### src/rtl/cpu_pkg.sv
// Shared fetch-side types and constants.
//   fetch_state_t : fetch sequencer states
//   INSTR_BYTES   : PC increment per sequential fetch
//   RESET_VEC_DEFAULT : default PC loaded on reset
package cpu_pkg;

  typedef enum logic [1:0] {
    REQ_S,
    WAIT_S,
    KILL_S
  } fetch_state_t;

  localparam int unsigned INSTR_BYTES = 4;
  localparam logic [31:0] RESET_VEC_DEFAULT = 32'h0000_0000;

endpackage

### src/rtl/fetch_buf.sv
// Single-entry valid/ready register holding one fetched {instr, pc} toward decode.
// Ports:
//   clk_i, rst_ni        : clock, async active-low reset
//   flush_i              : drop the held entry (wins over load)
//   load_i               : capture load_instr_i/load_pc_i
//   load_instr_i/pc_i    : incoming instruction and its PC
//   ready_i              : consumer accepts the held entry
//   valid_o/instr_o/pc_o : held entry
module fetch_buf #(
  parameter int unsigned WIDTH = 32
) (
  input  logic             clk_i,
  input  logic             rst_ni,
  input  logic             flush_i,
  input  logic             load_i,
  input  logic [WIDTH-1:0] load_instr_i,
  input  logic [WIDTH-1:0] load_pc_i,
  input  logic             ready_i,
  output logic             valid_o,
  output logic [WIDTH-1:0] instr_o,
  output logic [WIDTH-1:0] pc_o
);

  logic             valid_q;
  logic [WIDTH-1:0] instr_q;
  logic [WIDTH-1:0] pc_q;

  always_ff @(posedge clk_i or negedge rst_ni) begin
    if (!rst_ni) begin
      valid_q <= 1'b0;
      instr_q <= '0;
      pc_q    <= '0;
    end else if (flush_i) begin
      valid_q <= 1'b0;
    end else if (load_i) begin
      // Load may coincide with a drain: refill in the same cycle.
      valid_q <= 1'b1;
      instr_q <= load_instr_i;
      pc_q    <= load_pc_i;
    end else if (valid_q && ready_i) begin
      valid_q <= 1'b0;
    end
  end

  assign valid_o = valid_q;
  assign instr_o = instr_q;
  assign pc_o    = pc_q;

endmodule

### src/rtl/fetch_ctrl.sv
// Instruction fetch sequencer: owns the PC, issues one outstanding fetch at a time over a
// req/gnt/rvalid handshake, buffers one instruction toward decode, and squashes wrong-path
// fetches on redirect.
// Optional feature macro: FETCH_CTRL_ALIGN_CHECK_EN (reject misaligned redirect targets).
// Ports:
//   clk_i, rst_ni                 : clock, async active-low reset
//   redirect_i, redirect_pc_i     : taken JAL/branch/JALR and its target
//   imem_req_o, imem_addr_o       : fetch request and address
//   imem_gnt_i, imem_rvalid_i, imem_rdata_i : memory grant / response
//   instr_valid_o, instr_o, instr_pc_o, instr_ready_i : decode-side valid/ready
//   misalign_o                    : one-cycle pulse on rejected misaligned redirect
module fetch_ctrl
  import cpu_pkg::*;
#(
  parameter int unsigned      WIDTH     = 32,
  parameter logic [WIDTH-1:0] RESET_VEC = WIDTH'(RESET_VEC_DEFAULT)
) (
  input  logic             clk_i,
  input  logic             rst_ni,
  input  logic             redirect_i,
  input  logic [WIDTH-1:0] redirect_pc_i,
  output logic             imem_req_o,
  output logic [WIDTH-1:0] imem_addr_o,
  input  logic             imem_gnt_i,
  input  logic             imem_rvalid_i,
  input  logic [WIDTH-1:0] imem_rdata_i,
  output logic             instr_valid_o,
  output logic [WIDTH-1:0] instr_o,
  output logic [WIDTH-1:0] instr_pc_o,
  input  logic             instr_ready_i,
  output logic             misalign_o
);

  fetch_state_t     state_q, state_d;
  logic [WIDTH-1:0] pc_q, pc_d;
  logic             redirect_apply;
  logic             fetch_hold;
  logic             buf_valid;
  logic             buf_load;
  logic             granted;

`ifdef FETCH_CTRL_ALIGN_CHECK_EN
  logic misaligned;
  logic halt_q, halt_d;
  logic misalign_q;

  assign misaligned     = redirect_i && (redirect_pc_i[1:0] != 2'b00);
  assign redirect_apply = redirect_i && !misaligned;

  // After a rejected target the PC is stale, so fetching stops until a good redirect.
  always_comb begin
    halt_d = halt_q;
    if (redirect_apply) begin
      halt_d = 1'b0;
    end else if (misaligned) begin
      halt_d = 1'b1;
    end
  end

  always_ff @(posedge clk_i or negedge rst_ni) begin
    if (!rst_ni) begin
      halt_q     <= 1'b0;
      misalign_q <= 1'b0;
    end else begin
      halt_q     <= halt_d;
      misalign_q <= misaligned;
    end
  end

  assign fetch_hold = halt_q;
  assign misalign_o = misalign_q;
`else
  assign redirect_apply = redirect_i;
  assign fetch_hold     = 1'b0;
  assign misalign_o     = 1'b0;
`endif

  // Request only when the buffer will have room at the response edge.
  assign imem_req_o  = rst_ni && (state_q == REQ_S) && !fetch_hold &&
                       (!buf_valid || instr_ready_i);
  assign imem_addr_o = pc_q;
  assign granted     = imem_req_o && imem_gnt_i;

  always_comb begin
    state_d = state_q;
    pc_d    = pc_q;
    unique case (state_q)
      REQ_S: begin
        if (granted) begin
          state_d = redirect_i ? KILL_S : WAIT_S;
        end
      end
      WAIT_S: begin
        if (imem_rvalid_i) begin
          state_d = REQ_S;
          pc_d    = pc_q + WIDTH'(INSTR_BYTES);
        end else if (redirect_i) begin
          state_d = KILL_S;
        end
      end
      KILL_S: begin
        if (imem_rvalid_i) begin
          state_d = REQ_S;
        end
      end
      default: state_d = REQ_S;
    endcase
    if (redirect_apply) begin
      pc_d = redirect_pc_i;
    end
  end

  always_ff @(posedge clk_i or negedge rst_ni) begin
    if (!rst_ni) begin
      state_q <= REQ_S;
      pc_q    <= RESET_VEC;
    end else begin
      state_q <= state_d;
      pc_q    <= pc_d;
    end
  end

  // A response coinciding with a redirect is wrong-path and never reaches decode.
  assign buf_load = (state_q == WAIT_S) && imem_rvalid_i && !redirect_i;

  fetch_buf #(
    .WIDTH (WIDTH)
  ) u_fetch_buf (
    .clk_i        (clk_i),
    .rst_ni       (rst_ni),
    .flush_i      (redirect_i),
    .load_i       (buf_load),
    .load_instr_i (imem_rdata_i),
    .load_pc_i    (pc_q),
    .ready_i      (instr_ready_i),
    .valid_o      (buf_valid),
    .instr_o      (instr_o),
    .pc_o         (instr_pc_o)
  );

  assign instr_valid_o = buf_valid;

endmodule

### config.mk
export PLATFORM = sky130hd
export DESIGN_NAME = fetch_ctrl
export DESIGN_NICKNAME = d
export VERILOG_FILES = /design/src/rtl/cpu_pkg.sv /design/src/rtl/fetch_buf.sv /design/src/rtl/fetch_ctrl.sv
export SDC_FILE = /design/constraint.sdc
export NUM_CORES = 1
export LEC_CHECK = 0
export BUFFER_PORTS_ARGS = -buffer_cell sky130_fd_sc_hd__buf_2
export CAP_MARGIN = 0
export CORE_MARGIN = 2
export CORE_UTILIZATION = 44
export DETAILED_ROUTE_END_ITERATION = 12
export PLACE_DENSITY = 0.76
export SKIP_CTS_REPAIR_TIMING = 1
export SLEW_MARGIN = 5
export SYNTH_ARGS = -nofsm -noshare
export SYNTH_HDL_FRONTEND = slang
export SYNTH_SLANG_ARGS = --single-unit
### constraint.sdc
create_clock -name clk_i -period 1.7 [get_ports clk_i]
set_input_delay 0.255 -clock clk_i [delete_from_list [all_inputs] [get_ports clk_i]]
set_output_delay 0.255 -clock clk_i [all_outputs]
set_load 0.02 [all_outputs]
-- After elaboration in Yosys (flattened, before gate mapping)
Index checks and enable logic that the tools add are counted.
- register bits after elaboration: 99
- output and inout bits: 99
- logic and storage cells: 40
- add/sub/neg operators: 1
- equal/unequal tests: 5
- multiplexer cells: 12
- bitwise logic cells: 1
- reductions and logical operators: 16
- operators with widths (operator ; number):
    32-bit 2-to-1 mux ; 3
    32-bit by 3-bit adder with 32-bit output (second input constant) ; 1
    2-bit 2-to-1 mux ; 5
    1-bit logical AND ; 6
    2-bit case mux with 3 select lines ; 1
    2-bit != test (second input constant) ; 2
    2-bit AND reduction ; 2
    2-bit nonzero test ; 2
    1-bit 2-to-1 mux ; 3
    3-bit != test (second input constant) ; 1
    3-bit AND reduction ; 1
    3-bit nonzero test ; 1
    2-bit by 1-bit == test with 1-bit output (second input constant) ; 1
    2-bit == test (second input constant) ; 1
    1-bit logical NOT ; 2
    2-bit logical NOT ; 1
    1-bit logical OR ; 1
    1-bit NOT ; 1

-- Logic depth before layout (Yosys ltp)
Gate-level depths: netlist of run 1.
- depth in word-level cells: 6
- gate-level depth with buffers: 6
- mapped depth without buffers: 5

-- Hierarchy
A second synthesis of run 1 with hierarchy kept.
- cells, all modules: 366
- area, all modules: 4778.3 um^2
- by module, submodules not included (module ; instances ; cells an instance ; area each (um^2) ; seq. area each (um^2)):
    fetch_buf ; 1 ; 140 ; 2741.4 ; 1626.6
    fetch_ctrl ; 1 ; 226 ; 2037.0 ; 850.8

-- Worst setup path after synthesis of run 1
Ideal clock, no wire load.
- path kind: flip-flop to flip-flop
- start: reg pc_q[2] (netlist: imem_addr_o[2])
- end: reg pc_q[30] (netlist: imem_addr_o[30])
- library setup time: 82 ps
- arrival: 1826 ps
- required time: 1618 ps
- path slack: -208 ps
- cell stages (with the launch flop): 7
- clock period less this slack: 1908 ps
- cells stage by stage: dfrtp_1 -> ha_1 -> and4_1 -> nand4_4 -> buf_6 -> or4_1 -> a31oi_1
- word-level cells in the longest chain between the ends: 4
- RTL lines (what ; line ; RTL):
    from (decl) ; fetch_ctrl.sv:35 ; logic [WIDTH-1:0] pc_q, pc_d;
    from (signal assigned) ; fetch_ctrl.sv:119 ; pc_q <= pc_d;
    32-bit by 3-bit adder with 32-bit output ; fetch_ctrl.sv:96 ; pc_d = pc_q + WIDTH'(INSTR_BYTES);
    32-bit 2-to-1 mux ; fetch_ctrl.sv:94 ; if (imem_rvalid_i) begin
    32-bit 2-to-1 mux ; fetch_ctrl.sv:87 ; unique case (state_q)
    32-bit 2-to-1 mux ; fetch_ctrl.sv:108 ; if (redirect_apply) begin
Every way passes these cells. The select of a mux whose other input is x is not followed.
A chain may end at the register's enable or synchronous reset.

-- Worst setup path in the final report of run 1
- start: reg pc_q[2] (netlist: imem_addr_o[2])
- end: reg pc_q[16] (netlist: imem_addr_o[16])
The elaborated chain is that of the path after synthesis.

==> qor.yml, run 1 <==
cts:
  cts.path.max_buffers: 2
  cts.reportedPaths.clkPinSlew_ns: 0.10
  insertion_delay_ns: 0.37
  cts_htree_levels: 3
  tritoncts_clock_tree: "done"
  clock_sinks: 99
  cts_made_buffers: 9
  library_cell_used_as_clock_root_buffer: "sky130_fd_sc_hd__clkbuf_8"
sta:
  fin_worst_skew_ns: 0.0112
  worst_setup_slack_after_layout_ns: -0.0852
  finalMaxSlewViolations: 0
  timing_hold_violations_final: 0
  final.period_utilization: 1.05
  rsz0062_at_grt: "true"
  finalSetupViolCount: 5
  tns_ns: -0.228
  fmax_ghz: 0.560
  hold_ws_ns: 0.0940
  final.min_clock_period_ns: 1.79
logic_synthesis:
  synth_cell_type_count: 38
  seq_area_frac_synth: 0.555
  syn-num-nets: 442
  synthesis.yosys.warnings: 0
  synthesis.area_um2: 4460
  yosys_register_bits: 99
  average_instance_area_after_synthesis_um2: 12.0
  syn_inst: 371
drt:
  ant_nets: 0
  total_wire_length_um: 11700
  drtIter0Drc: 210
  via_per_inst: 5.25
  num_vias: 3793
  drt_pass1_iterations: 5
  route.detailed.wl_per_inst_um: 16.1
  remaining_drc_errors: 0
floorplanning:
  placementRows: 36
  die_w_um: 105
  boundaryPins: 169
  die_height_um: 105
  die_area_um2: 11000
  initial_utilization: 0.455
  core_region_area_um2: 9820
finish:
  layout-drive-gt1-share: 0.582
  area.sequential_um2: 2500
  fill_cells: 801
  antenna_cells: 0
  final_core_utilization: 0.630
  fin_cells: 722
  multi_input_combinational_cell_area_um2: 1970
  design.final.nets: 655
  layout-area-overhead-vs-synth_pct: 38.6
  final_area_um2: 6190
worst_setup_path:
  worstPathRequired_ns: 1.98
  setup.worst_path.start_class: "flop"
  critical_path_arrival_ns: 2.07
  crit_path_start: "imem_addr_o[2]"
  crit_path_end_kind: "flop"
  crit_path_max_fanout: 4
  worstReg2RegStart: "imem_addr_o[2]"
  timing_worst_setup_path_type: "flop to flop"
outcome:
  status: "finished with violations"
  failing_checks: "setup timing"
pwr:
  p_switching_mw: 2.61
  fin_total_pwr_mw: 7.60
  leakage_nw: 2.89
  vdd_ir_drop_max_uv: 664
  sequentialPowerShare: 0.431
  combPwrFrac: 0.326
  power_frac_clock: 0.242
  p_int_mw: 4.99
  power.density_cell_area_nw_per_um2: 1230
  power_switching_share: 0.343
min_path:
  min_from: "redirect_pc_i[8]"
  min-delay-path-class: "input port to flop"
global_routing:
  globalRouteOverflowTotal: 0
  antenna_violations_before_repair: 0
  grt_use_total: 0.211
  globalRoute.busiestLayer: "met2"
  grt_util_met3: 0.0349
  grt_first_pass_wirelength_um: 18500
  largest_net_degree_at_the_start_of_global_routing: 93
  gr-usage-met1: 0.271
  first_global_vias: 3742
  grt_util_met2: 0.352
run:
  cap_viol_max_count: 0
place:
  dpl_cell_area_um2: 5720
  gpl.final_weighted_congestion: 0.912
  hpwlAfterDp_um: 8290
  post-place-ws_ns: -0.0554
  dpl.cell_count: 689
  portBuffers: 167
## synthesized netlist by cell type
master | number | share of area
sky130_fd_sc_hd__and3_1 | 6 | 0.0084
sky130_fd_sc_hd__a31oi_1 | 17 | 0.024
sky130_fd_sc_hd__nor2_1 | 19 | 0.016
sky130_fd_sc_hd__o31ai_1 | 14 | 0.024
sky130_fd_sc_hd__o211ai_1 | 1 | 0.0017
sky130_fd_sc_hd__and3b_1 | 1 | 0.0020
sky130_fd_sc_hd__o31a_1 | 2 | 0.0039
sky130_fd_sc_hd__and2_1 | 2 | 0.0028
sky130_fd_sc_hd__o22ai_1 | 1 | 0.0014
sky130_fd_sc_hd__nand3b_4 | 1 | 0.0045
sky130_fd_sc_hd__nand4_1 | 10 | 0.014
sky130_fd_sc_hd__mux2i_1 | 1 | 0.0022
sky130_fd_sc_hd__a21oi_1 | 2 | 0.0022
sky130_fd_sc_hd__xnor2_1 | 8 | 0.016
sky130_fd_sc_hd__or4_1 | 15 | 0.025
sky130_fd_sc_hd__nor2_2 | 1 | 0.0014
sky130_fd_sc_hd__xor2_1 | 2 | 0.0039
sky130_fd_sc_hd__nor3_1 | 4 | 0.0045
sky130_fd_sc_hd__inv_1 | 5 | 0.0042
sky130_fd_sc_hd__buf_2 | 9 | 0.010
sky130_fd_sc_hd__nand4_4 | 1 | 0.0048
sky130_fd_sc_hd__nand2b_1 | 2 | 0.0028
sky130_fd_sc_hd__nand4b_1 | 2 | 0.0039
sky130_fd_sc_hd__nand3_1 | 8 | 0.0090
sky130_fd_sc_hd__buf_4 | 1 | 0.0017
sky130_fd_sc_hd__mux2_2 | 67 | 0.17
sky130_fd_sc_hd__and4_1 | 4 | 0.0078
sky130_fd_sc_hd__dfrtp_1 | 99 | 0.55
sky130_fd_sc_hd__nand2_1 | 28 | 0.024
sky130_fd_sc_hd__nor4_1 | 5 | 0.0070
sky130_fd_sc_hd__conb_1 | 1 | 0.00084
sky130_fd_sc_hd__o21ai_0 | 14 | 0.016
sky130_fd_sc_hd__or3_1 | 4 | 0.0056
sky130_fd_sc_hd__ha_1 | 1 | 0.0028
sky130_fd_sc_hd__nand4_2 | 1 | 0.0028
sky130_fd_sc_hd__clkbuf_1 | 8 | 0.0067
sky130_fd_sc_hd__nand3_2 | 2 | 0.0045
sky130_fd_sc_hd__buf_6 | 2 | 0.0050
## routing by layer
| metal | vias up | share of wire |
|---|---|---|
| met4 | 0 | 0.021 |
| met2 | 125 | 0.50 |
| met1 | 1855 | 0.42 |
| met5 | - | 0 |
| li1 | 1794 | - |
| met3 | 19 | 0.055 |
## state kept, by name, summed over array words and instances, names as in the netlist
register and count:
u_fetch_buf.pc_o 32, state_q 2, u_fetch_buf.valid_o 1, imem_addr_o 32, u_fetch_buf.instr_o 32
## placed cells by master, fill, tap and decap left out, drive strengths merged
master	n
buf	219
dfrtp	99
mux2	67
nand2	28
nor2	20
a31oi	17
or4	15
o31ai	14
o21ai	14
nand4	13
nand3	10
clkbuf	9
xnor2	8
inv	7
and3	6
nor4	5
nor3	4
or3	4
and4	4
bufinv	3
nand2b	2
o31a	2
nand4b	2
xor2	2
a21oi	2
dlygate4sd3	2
and2	2
nand3b	1
and3b	1
o211ai	1
mux2i	1
o22ai	1
ha	1
conb	1
clkinvlp	1
clkinv	1
## cells by family after synthesis
kind of cell	count (synthesis)	share of synthesized area
xor+xnor	10	0.0196
buf+inv	25	0.0277
simple gates	116	0.151
other cells	1	0.000840
mux	68	0.171
compound gates	51	0.0723
flops	99	0.555
fa+ha+maj	1	0.00280
## power groups by stage
stage                     clock, mW  combinational [mW]  sequential, mW
after floorplan                   0               0.674            4.08
after global placement            0                2.41            3.28
after detailed placement          0                2.46            3.32
after CTS                      1.88                2.46            3.28
after global routing           1.99                2.65            3.36
final                          1.84                2.48            3.28
## critical path: stages (launching register included)
cell,delay [ns]
sky130_fd_sc_hd__dfrtp_2,0.42
sky130_fd_sc_hd__ha_4,0.16
sky130_fd_sc_hd__nand3_2,0.08
sky130_fd_sc_hd__or4_4,0.54
sky130_fd_sc_hd__or3_1,0.33
sky130_fd_sc_hd__a31oi_1,0.18
## worst paths after layout
check | cells past startpoint | slack, ns | end
min in group asynchronous | 3 | 0.58 | u_fetch_buf.instr_o[6]
setup / recovery | 5 | -0.09 | imem_addr_o[16]
hold reg to reg | 1 | 0.51 | u_fetch_buf.instr_o[30]
setup reg to reg | 5 | -0.09 | imem_addr_o[16]
max in group asynchronous | 3 | 0.44 | imem_addr_o[4]
hold / removal | 3 | 0.09 | imem_addr_o[8]
## cell type report
cell class | instances | share of cell area
Clock buffer | 9 | 0.0200
Multi-Input combinational cell | 248 | 0.318
Clock inverter | 7 | 0.0198
Timing Repair Buffer | 221 | 0.208
Inverter | 5 | 0.00303
Sequential cell | 99 | 0.404
Tap cell | 133 | 0.0269
No activity file was read; power rests on OpenSTA's default activity.
==> inputs of run 2 (changes only) <==
--- a/config.mk
+++ b/config.mk
@@ -6,11 +6,13 @@
 export NUM_CORES = 1
 export LEC_CHECK = 0
 export BUFFER_PORTS_ARGS = -buffer_cell sky130_fd_sc_hd__buf_2
-export CAP_MARGIN = 0
+export CAP_MARGIN = 10
 export CORE_MARGIN = 2
 export CORE_UTILIZATION = 44
 export DETAILED_ROUTE_END_ITERATION = 12
+export HOLD_SLACK_MARGIN = 0.03
 export PLACE_DENSITY = 0.76
+export RECOVER_POWER = 100
 export SKIP_CTS_REPAIR_TIMING = 1
 export SLEW_MARGIN = 5
 export SYNTH_ARGS = -nofsm -noshare
==> qor.yml, run 2 (same netlist as run 1, synthesis figures left out) <==
outcome:
  status: "finished with violations"  # unchanged
  failing_checks: "setup timing"  # unchanged
drt:
  num_vias: 3796  # was 3793
  drt_pass1_iterations: 4  # was 5
  total_wire_length_um: 11700  # about the same
  route.detailed.wl_per_inst_um: 16.2  # was 16.1 µm
  remaining_drc_errors: 0  # unchanged
  drtIter0Drc: 211  # was 210
  ant_nets: 0  # unchanged
  via_per_inst: 5.26  # was 5.25
pwr:
  fin_total_pwr_mw: 7.46  # was 7.60 mW
  power.density_cell_area_nw_per_um2: 1230  # about the same
  vdd_ir_drop_max_uv: 644  # was 664 µV
  leakage_nw: 2.63  # was 2.89 nW
global_routing:
  grt_use_total: 0.211  # unchanged
  antenna_violations_before_repair: 0  # unchanged
  largest_net_degree_at_the_start_of_global_routing: 93  # unchanged
  first_global_vias: 3742  # unchanged
  grt_first_pass_wirelength_um: 18500  # unchanged
  globalRouteOverflowTotal: 0  # unchanged
place:
  portBuffers: 167  # unchanged
  gpl.final_weighted_congestion: 0.912  # unchanged
  post-place-ws_ns: -0.0554  # unchanged
  dpl_cell_area_um2: 5720  # unchanged
  hpwlAfterDp_um: 8290  # unchanged
cts:
  cts.path.max_buffers: 2  # unchanged
  tritoncts_clock_tree: "done"  # unchanged
  cts_htree_levels: 3  # unchanged
  clock_sinks: 99  # unchanged
  insertion_delay_ns: 0.37  # about the same
  cts.reportedPaths.clkPinSlew_ns: 0.10  # about the same
  library_cell_used_as_clock_root_buffer: "sky130_fd_sc_hd__clkbuf_8"  # unchanged
  cts_made_buffers: 9  # unchanged
min_path:
  min-delay-path-class: "input port to flop"  # unchanged
floorplanning:
  initial_utilization: 0.455  # unchanged
  die_area_um2: 11000  # unchanged
  die_w_um: 105  # unchanged
  placementRows: 36  # unchanged
  boundaryPins: 169  # unchanged
  die_height_um: 105  # unchanged
  core_region_area_um2: 9820  # unchanged
worst_setup_path:
  crit_path_max_fanout: 4  # unchanged
  timing_worst_setup_path_type: "flop to flop"  # unchanged
  setup.worst_path.start_class: "flop"  # unchanged
  worstPathRequired_ns: 1.99  # was 1.98 ns
  crit_path_end_kind: "flop"  # unchanged
  critical_path_arrival_ns: 2.07  # about the same
sta:
  maxSlewHeadroom: 0.399
  finalSetupViolCount: 27  # was 5
  tightest_slew_ns: 0.902
  finalMaxSlewViolations: 0  # unchanged
  worst_setup_slack_after_layout_ns: -0.0814  # was -0.0852 ns
  final.period_utilization: 1.05  # about the same
  rsz0062_at_grt: "true"  # unchanged
  final.min_clock_period_ns: 1.78  # was 1.79 ns
  fmax_ghz: 0.561  # was 0.560 GHz
  timing_hold_violations_final: 0  # unchanged
  tns_ns: -0.525  # was -0.228 ns
  fin_worst_skew_ns: 0.0132  # was 0.0112 ns
finish:
  layout-area-overhead-vs-synth_pct: 36.0  # was 38.6%
  final_area_um2: 6070  # was 6190 µm²
  antenna_cells: 0  # unchanged
  layout.cells.most_common: "sky130_fd_sc_hd__buf_2"  # unchanged
  design.final.nets: 655  # unchanged
  multi_input_combinational_cell_area_um2: 1970  # unchanged
  most_frequent_cells_in_the_layout: "sky130_fd_sc_hd__buf_2 (89), sky130_fd_sc_hd__dfrtp_1 (81), sky130_fd_sc_hd__clkbuf_1 (81)"  # was sky130_fd_sc_hd__buf_2 (166), sky130_fd_sc_hd__dfrtp_1 (81), sky130_fd_sc_hd__mux2_2 (67)
  area.sequential_um2: 2500  # unchanged
  layout-drive-gt1-share: 0.445  # was 0.582
  fill_cells: 850  # was 801
run:
  cap_viol_max_count: 0  # unchanged
## run 2: cell types whose count changed in the layout (fill, tap and decap cells not counted), sizes merged
cell / delta
buf: -81
clkbuf: +81
## run 2: report_power, final
part           switching [mW]  internal (mW)  total [mW]
logic                    1.43          0.884        2.32
clock network           0.857          0.991        1.85
registers               0.338           2.95        3.29
## run 2: critical path, stage by stage (launching register included)
cell                      delay [ns]
sky130_fd_sc_hd__dfrtp_2        0.42
sky130_fd_sc_hd__ha_4           0.17
sky130_fd_sc_hd__nand3_2        0.08
sky130_fd_sc_hd__or4_4          0.54
sky130_fd_sc_hd__or3_1          0.33
sky130_fd_sc_hd__a31oi_1        0.18
## run 2: cell type report
type,count,area share
multi-input cells,248,0.324
inverters,5,0.00309
repair buffers,221,0.193
flip-flops and latches,99,0.412
well taps,133,0.0274
clock inverters,7,0.0202
clock buffers,9,0.0204
## run 2: final timing paths
kind / depth (start not counted) / slack (ns) / end / from
worst min-delay path: 3 / 0.09 / imem_addr_o[8] / redirect_pc_i[8]
worst max register to register: 5 / -0.08 / imem_addr_o[16] / imem_addr_o[2]
worst min register to register: 1 / 0.51 / u_fetch_buf.instr_o[30] / u_fetch_buf.instr_o[30]
max in group asynchronous: 3 / 0.26 / imem_addr_o[23] / rst_ni
worst max-delay path: 5 / -0.08 / imem_addr_o[16] / imem_addr_o[2]
min in group asynchronous: 3 / 0.84 / u_fetch_buf.instr_o[6] / rst_ni
## run 2: through the flow
stage,hold WS (ns),cells,utilization
2_1_floorplan,-0.0406,371,-
3_3_place_gp,0.102,689,0.583
3_5_place_dp,0.102,689,0.583
4_1_cts,-0.303,705,0.608
5_1_grt,0.0880,722,0.618
6_report,0.0933,722,0.618
## run 2: layer usage
layer,vias up,GRT usage,part of all wire
met5,-,0,0
met4,0,0.0933,0.023
met3,21,0.0349,0.059
met2,128,0.352,0.50
met1,1852,0.271,0.42
li1,1795,-,-
==> inputs of run 3 (changes only) <==
--- a/config.mk
+++ b/config.mk
@@ -8,7 +8,7 @@
 export BUFFER_PORTS_ARGS = -buffer_cell sky130_fd_sc_hd__buf_2
 export CAP_MARGIN = 10
 export CORE_MARGIN = 2
-export CORE_UTILIZATION = 44
+export CORE_UTILIZATION = 45
 export DETAILED_ROUTE_END_ITERATION = 12
 export HOLD_SLACK_MARGIN = 0.03
 export PLACE_DENSITY = 0.76
@@ -17,4 +17,5 @@
 export SLEW_MARGIN = 5
 export SYNTH_ARGS = -nofsm -noshare
 export SYNTH_HDL_FRONTEND = slang
+export SYNTH_HIERARCHICAL = 1
 export SYNTH_SLANG_ARGS = --single-unit
==> qor.yml, run 3 <==
outcome:
  status: "finished with violations"  # unchanged
  failing_checks: "setup timing"  # unchanged
cts:
  cts_made_buffers: 9  # unchanged
  library_cell_used_as_clock_root_buffer: "sky130_fd_sc_hd__clkbuf_8"  # unchanged
  clock_sinks: 99  # unchanged
  insertion_delay_ns: 0.38  # was 0.37 ns
  cts.reportedPaths.clkPinSlew_ns: 0.09  # was 0.10 ns
  tritoncts_clock_tree: "done"  # unchanged
  cts_htree_levels: 3  # unchanged
  cts.path.max_buffers: 2  # unchanged
pwr:
  p_int_mw: 4.50  # was 4.83 mW
  power_switching_share: 0.336  # was 0.353
  power_frac_clock: 0.237  # was 0.248
  p_switching_mw: 2.27  # was 2.63 mW
  sequentialPowerShare: 0.451  # was 0.441
  vdd_ir_drop_max_uv: 526  # was 644 µV
  combPwrFrac: 0.312  # was 0.311
  leakage_nw: 3.05  # was 2.63 nW
  power.density_cell_area_nw_per_um2: 1010  # was 1230 nW/µm²
global_routing:
  grt_first_pass_wirelength_um: 19500  # was 18500 µm
  first_global_vias: 3879  # was 3742
  largest_net_degree_at_the_start_of_global_routing: 100  # was 93
  globalRouteOverflowTotal: 0  # unchanged
  grt_use_total: 0.217  # was 0.211
  antenna_violations_before_repair: 0  # unchanged
min_path:
  min-delay-path-class: "input port to flop"  # unchanged
logic_synthesis:
  synthesis.yosys.warnings: 6  # was 0
  synthesis.area_um2: 4780  # was 4460 µm²
  synth_top_flop_cell: "sky130_fd_sc_hd__dfrtp_1"  # unchanged
  yosys-top-cells-count: "sky130_fd_sc_hd__dfrtp_1 (99), sky130_fd_sc_hd__mux2_4 (60), sky130_fd_sc_hd__nand2_1 (26), sky130_fd_sc_hd__o21ai_0 (16), sky130_fd_sc_hd__nor2_1 (14)"  # was sky130_fd_sc_hd__dfrtp_1 (99), sky130_fd_sc_hd__mux2_2 (67), sky130_fd_sc_hd__nand2_1 (28), sky130_fd_sc_hd__nor2_1 (19), sky130_fd_sc_hd__a31oi_1 (17)
  synth-async-reset-ratio: 1.00  # unchanged
  cell_types_with_the_largest_area_share_after_synthesis: "sky130_fd_sc_hd__dfrtp_1 (52%), sky130_fd_sc_hd__mux2_4 (19%), sky130_fd_sc_hd__buf_12 (2.9%)"  # was sky130_fd_sc_hd__dfrtp_1 (55%), sky130_fd_sc_hd__mux2_2 (17%), sky130_fd_sc_hd__or4_1 (2.5%)
  yosys.area.top_type_share: 0.518  # was 0.555
  seq_area_frac_synth: 0.518  # was 0.555
  yosys.cell_count.top_type: "sky130_fd_sc_hd__dfrtp_1"  # unchanged
  synth_enable_flop_cells: 0  # unchanged
  syn-num-nets: 437  # was 442
  synth_cell_type_count: 53  # was 38
  syn_inst: 366  # was 371
  average_instance_area_after_synthesis_um2: 13.1  # was 12.0 µm²
  yosys_register_bits: 99  # unchanged
  yosysTopAreaCell: "sky130_fd_sc_hd__dfrtp_1"  # unchanged
worst_setup_path:
  timing.reg2reg.setup_slack_ns: -0.20  # was -0.08 ns
  crit_path_max_fanout: 5  # was 4
  setup.worst_path.start_class: "flop"  # unchanged
  worstPathRequired_ns: 2.00  # was 1.99 ns
  timing_worst_setup_path_type: "flop to flop"  # unchanged
  critical_path_arrival_ns: 2.19  # was 2.07 ns
  crit_path_end_kind: "flop"  # unchanged
floorplanning:
  placementRows: 37  # was 36
  core_region_area_um2: 10300  # was 9820 µm²
  die_height_um: 107  # was 105 µm
  boundaryPins: 169  # unchanged
  die_area_um2: 11500  # was 11000 µm²
  die_w_um: 107  # was 105 µm
  initial_utilization: 0.463  # was 0.455
finish:
  design.final.nets: 679  # was 655
  most_frequent_cells_in_the_layout: "sky130_fd_sc_hd__buf_2 (92), sky130_fd_sc_hd__dfrtp_1 (81), sky130_fd_sc_hd__clkbuf_1 (75)"  # was sky130_fd_sc_hd__buf_2 (89), sky130_fd_sc_hd__dfrtp_1 (81), sky130_fd_sc_hd__clkbuf_1 (81)
  layout-drive-gt1-share: 0.499  # was 0.445
  layout.cells.most_common: "sky130_fd_sc_hd__buf_2"  # unchanged
  antenna_cells: 0  # unchanged
  layout-area-overhead-vs-synth_pct: 40.6  # was 36.0%
place:
  gpl.final_weighted_congestion: 0.898  # was 0.912
  hpwlAfterDp_um: 8710  # was 8290 µm
  portBuffers: 167  # unchanged
sta:
  worst_setup_slack_after_layout_ns: -0.197  # was -0.0814 ns
  final.min_clock_period_ns: 1.90  # was 1.78 ns
  fin_worst_skew_ns: 0.00599  # was 0.0132 ns
  final.period_utilization: 1.12  # was 1.05
  rsz0062_at_grt: "true"  # unchanged
  finalSetupViolCount: 67  # was 27
  tns_ns: -2.97  # was -0.525 ns
  maxSlewHeadroom: 0.413  # was 0.399
  finalMaxSlewViolations: 0  # unchanged
  fmax_ghz: 0.527  # was 0.561 GHz
  tightest_slew_ns: 0.880  # was 0.902 ns
  hold_ws_ns: 0.0811  # was 0.0933 ns
  timing_hold_violations_final: 0  # unchanged
drt:
  via_per_inst: 5.31  # was 5.26
  num_vias: 3974  # was 3796
  remaining_drc_errors: 0  # unchanged
  drtIter0Drc: 279  # was 211
  total_wire_length_um: 13400  # was 11700 µm
  ant_nets: 0  # unchanged
  route.detailed.wl_per_inst_um: 17.9  # was 16.2 µm
  drt_pass1_iterations: 4  # unchanged
run:
  cap_viol_max_count: 0  # unchanged
==> run 3: cell types whose count changed in the layout (fill, tap and decap cells not counted), moves of 5 or more <==
cell | previous run | this run
sky130_fd_sc_hd__clkbuf_1 | 81 | 75
sky130_fd_sc_hd__mux2_4 | 0 | 64
sky130_fd_sc_hd__clkbuf_16 | 0 | 5
sky130_fd_sc_hd__buf_6 | 3 | 13
sky130_fd_sc_hd__nor2_1 | 19 | 13
sky130_fd_sc_hd__buf_4 | 44 | 58
sky130_fd_sc_hd__mux2_2 | 67 | 4
sky130_fd_sc_hd__o31ai_1 | 14 | 7
==> run 3: final cells by class <==
cell class                      count  area [µm²]
Fill cell                         813        3610
Sequential cell                    99        2500
Multi-Input combinational cell    239        2220
Timing Repair Buffer              251        1590
Tap cell                          136         170
Clock buffer                       11         151
Clock inverter                      5        60.1
Inverter                            8        30.0
==> run 3: power groups by stage <==
stage / combinational (mW) / sequential, mW / clock, mW
5_1_grt: 2.26 / 3.11 / 1.75
3_3_place_gp: 2.11 / 3.05 / 0
6_report: 2.12 / 3.05 / 1.61
3_5_place_dp: 2.15 / 3.08 / 0
4_1_cts: 2.16 / 3.04 / 1.65
2_1_floorplan: 0.707 / 3.66 / 0
==> run 3: worst max-delay path, stage by stage (launching register included) <==
cell and delay, ns:
sky130_fd_sc_hd__dfrtp_2 0.41, sky130_fd_sc_hd__nand4_1 0.13, sky130_fd_sc_hd__or3_4 0.42, sky130_fd_sc_hd__buf_6 0.15, sky130_fd_sc_hd__or4_1 0.49, sky130_fd_sc_hd__a31oi_1 0.22
==> run 3: layer usage <==
metal / wire [µm] / track usage / up-vias
li1: - / - / 1821
met1: 5670 / 0.288 / 1956
met2: 6430 / 0.338 / 175
met3: 1020 / 0.0614 / 22
met4: 279 / 0.0844 / 0
met5: 0 / 0 / -
==> run 3: logic make-up (layout without fill, tap and decap cells) <==
| logic type | after synthesis | after routing | synth area share |
|---|---|---|---|
| AND/OR/NAND/NOR | 105 | 106 | 0.125 |
| flip-flops | 99 | 99 | 0.518 |
| multiplexers | 69 | 69 | 0.209 |
| AO/OA/AOI/OAI | 50 | 50 | 0.0686 |
| buffers and inverters | 29 | 275 | 0.0529 |
| XOR/XNOR | 12 | 12 | 0.0220 |
| adder cells (fa/ha/maj) | 1 | 1 | 0.00262 |
| other | 1 | 1 | 0.000785 |
==> run 3: through the flow <==
step	cell area (µm²)	instances	utilization	power (mW)	setup WS, ns
2_1_floorplan	4850	366	-	4.36	-0.233
3_3_place_gp	6150	713	0.596	5.16	-0.176
3_5_place_dp	6150	713	0.596	5.23	-0.213
4_1_cts	6360	729	0.616	6.84	-0.227
5_1_grt	6720	749	0.651	7.12	-0.266
6_report	6720	749	0.651	6.77	-0.197
==> run 3: worst paths after layout <==
kind	startpoint	endpoint	depth (start not counted)
worst min register to register	u_fetch_buf/instr_o[3]	u_fetch_buf/instr_o[3]	1
max in group asynchronous	rst_ni	imem_addr_o[15]	3
min in group asynchronous	rst_ni	imem_addr_o[31]	3
worst max register to register	imem_addr_o[2]	imem_addr_o[25]	5
worst max-delay path	imem_addr_o[2]	imem_addr_o[25]	5
worst min-delay path	redirect_pc_i[9]	imem_addr_o[9]	3
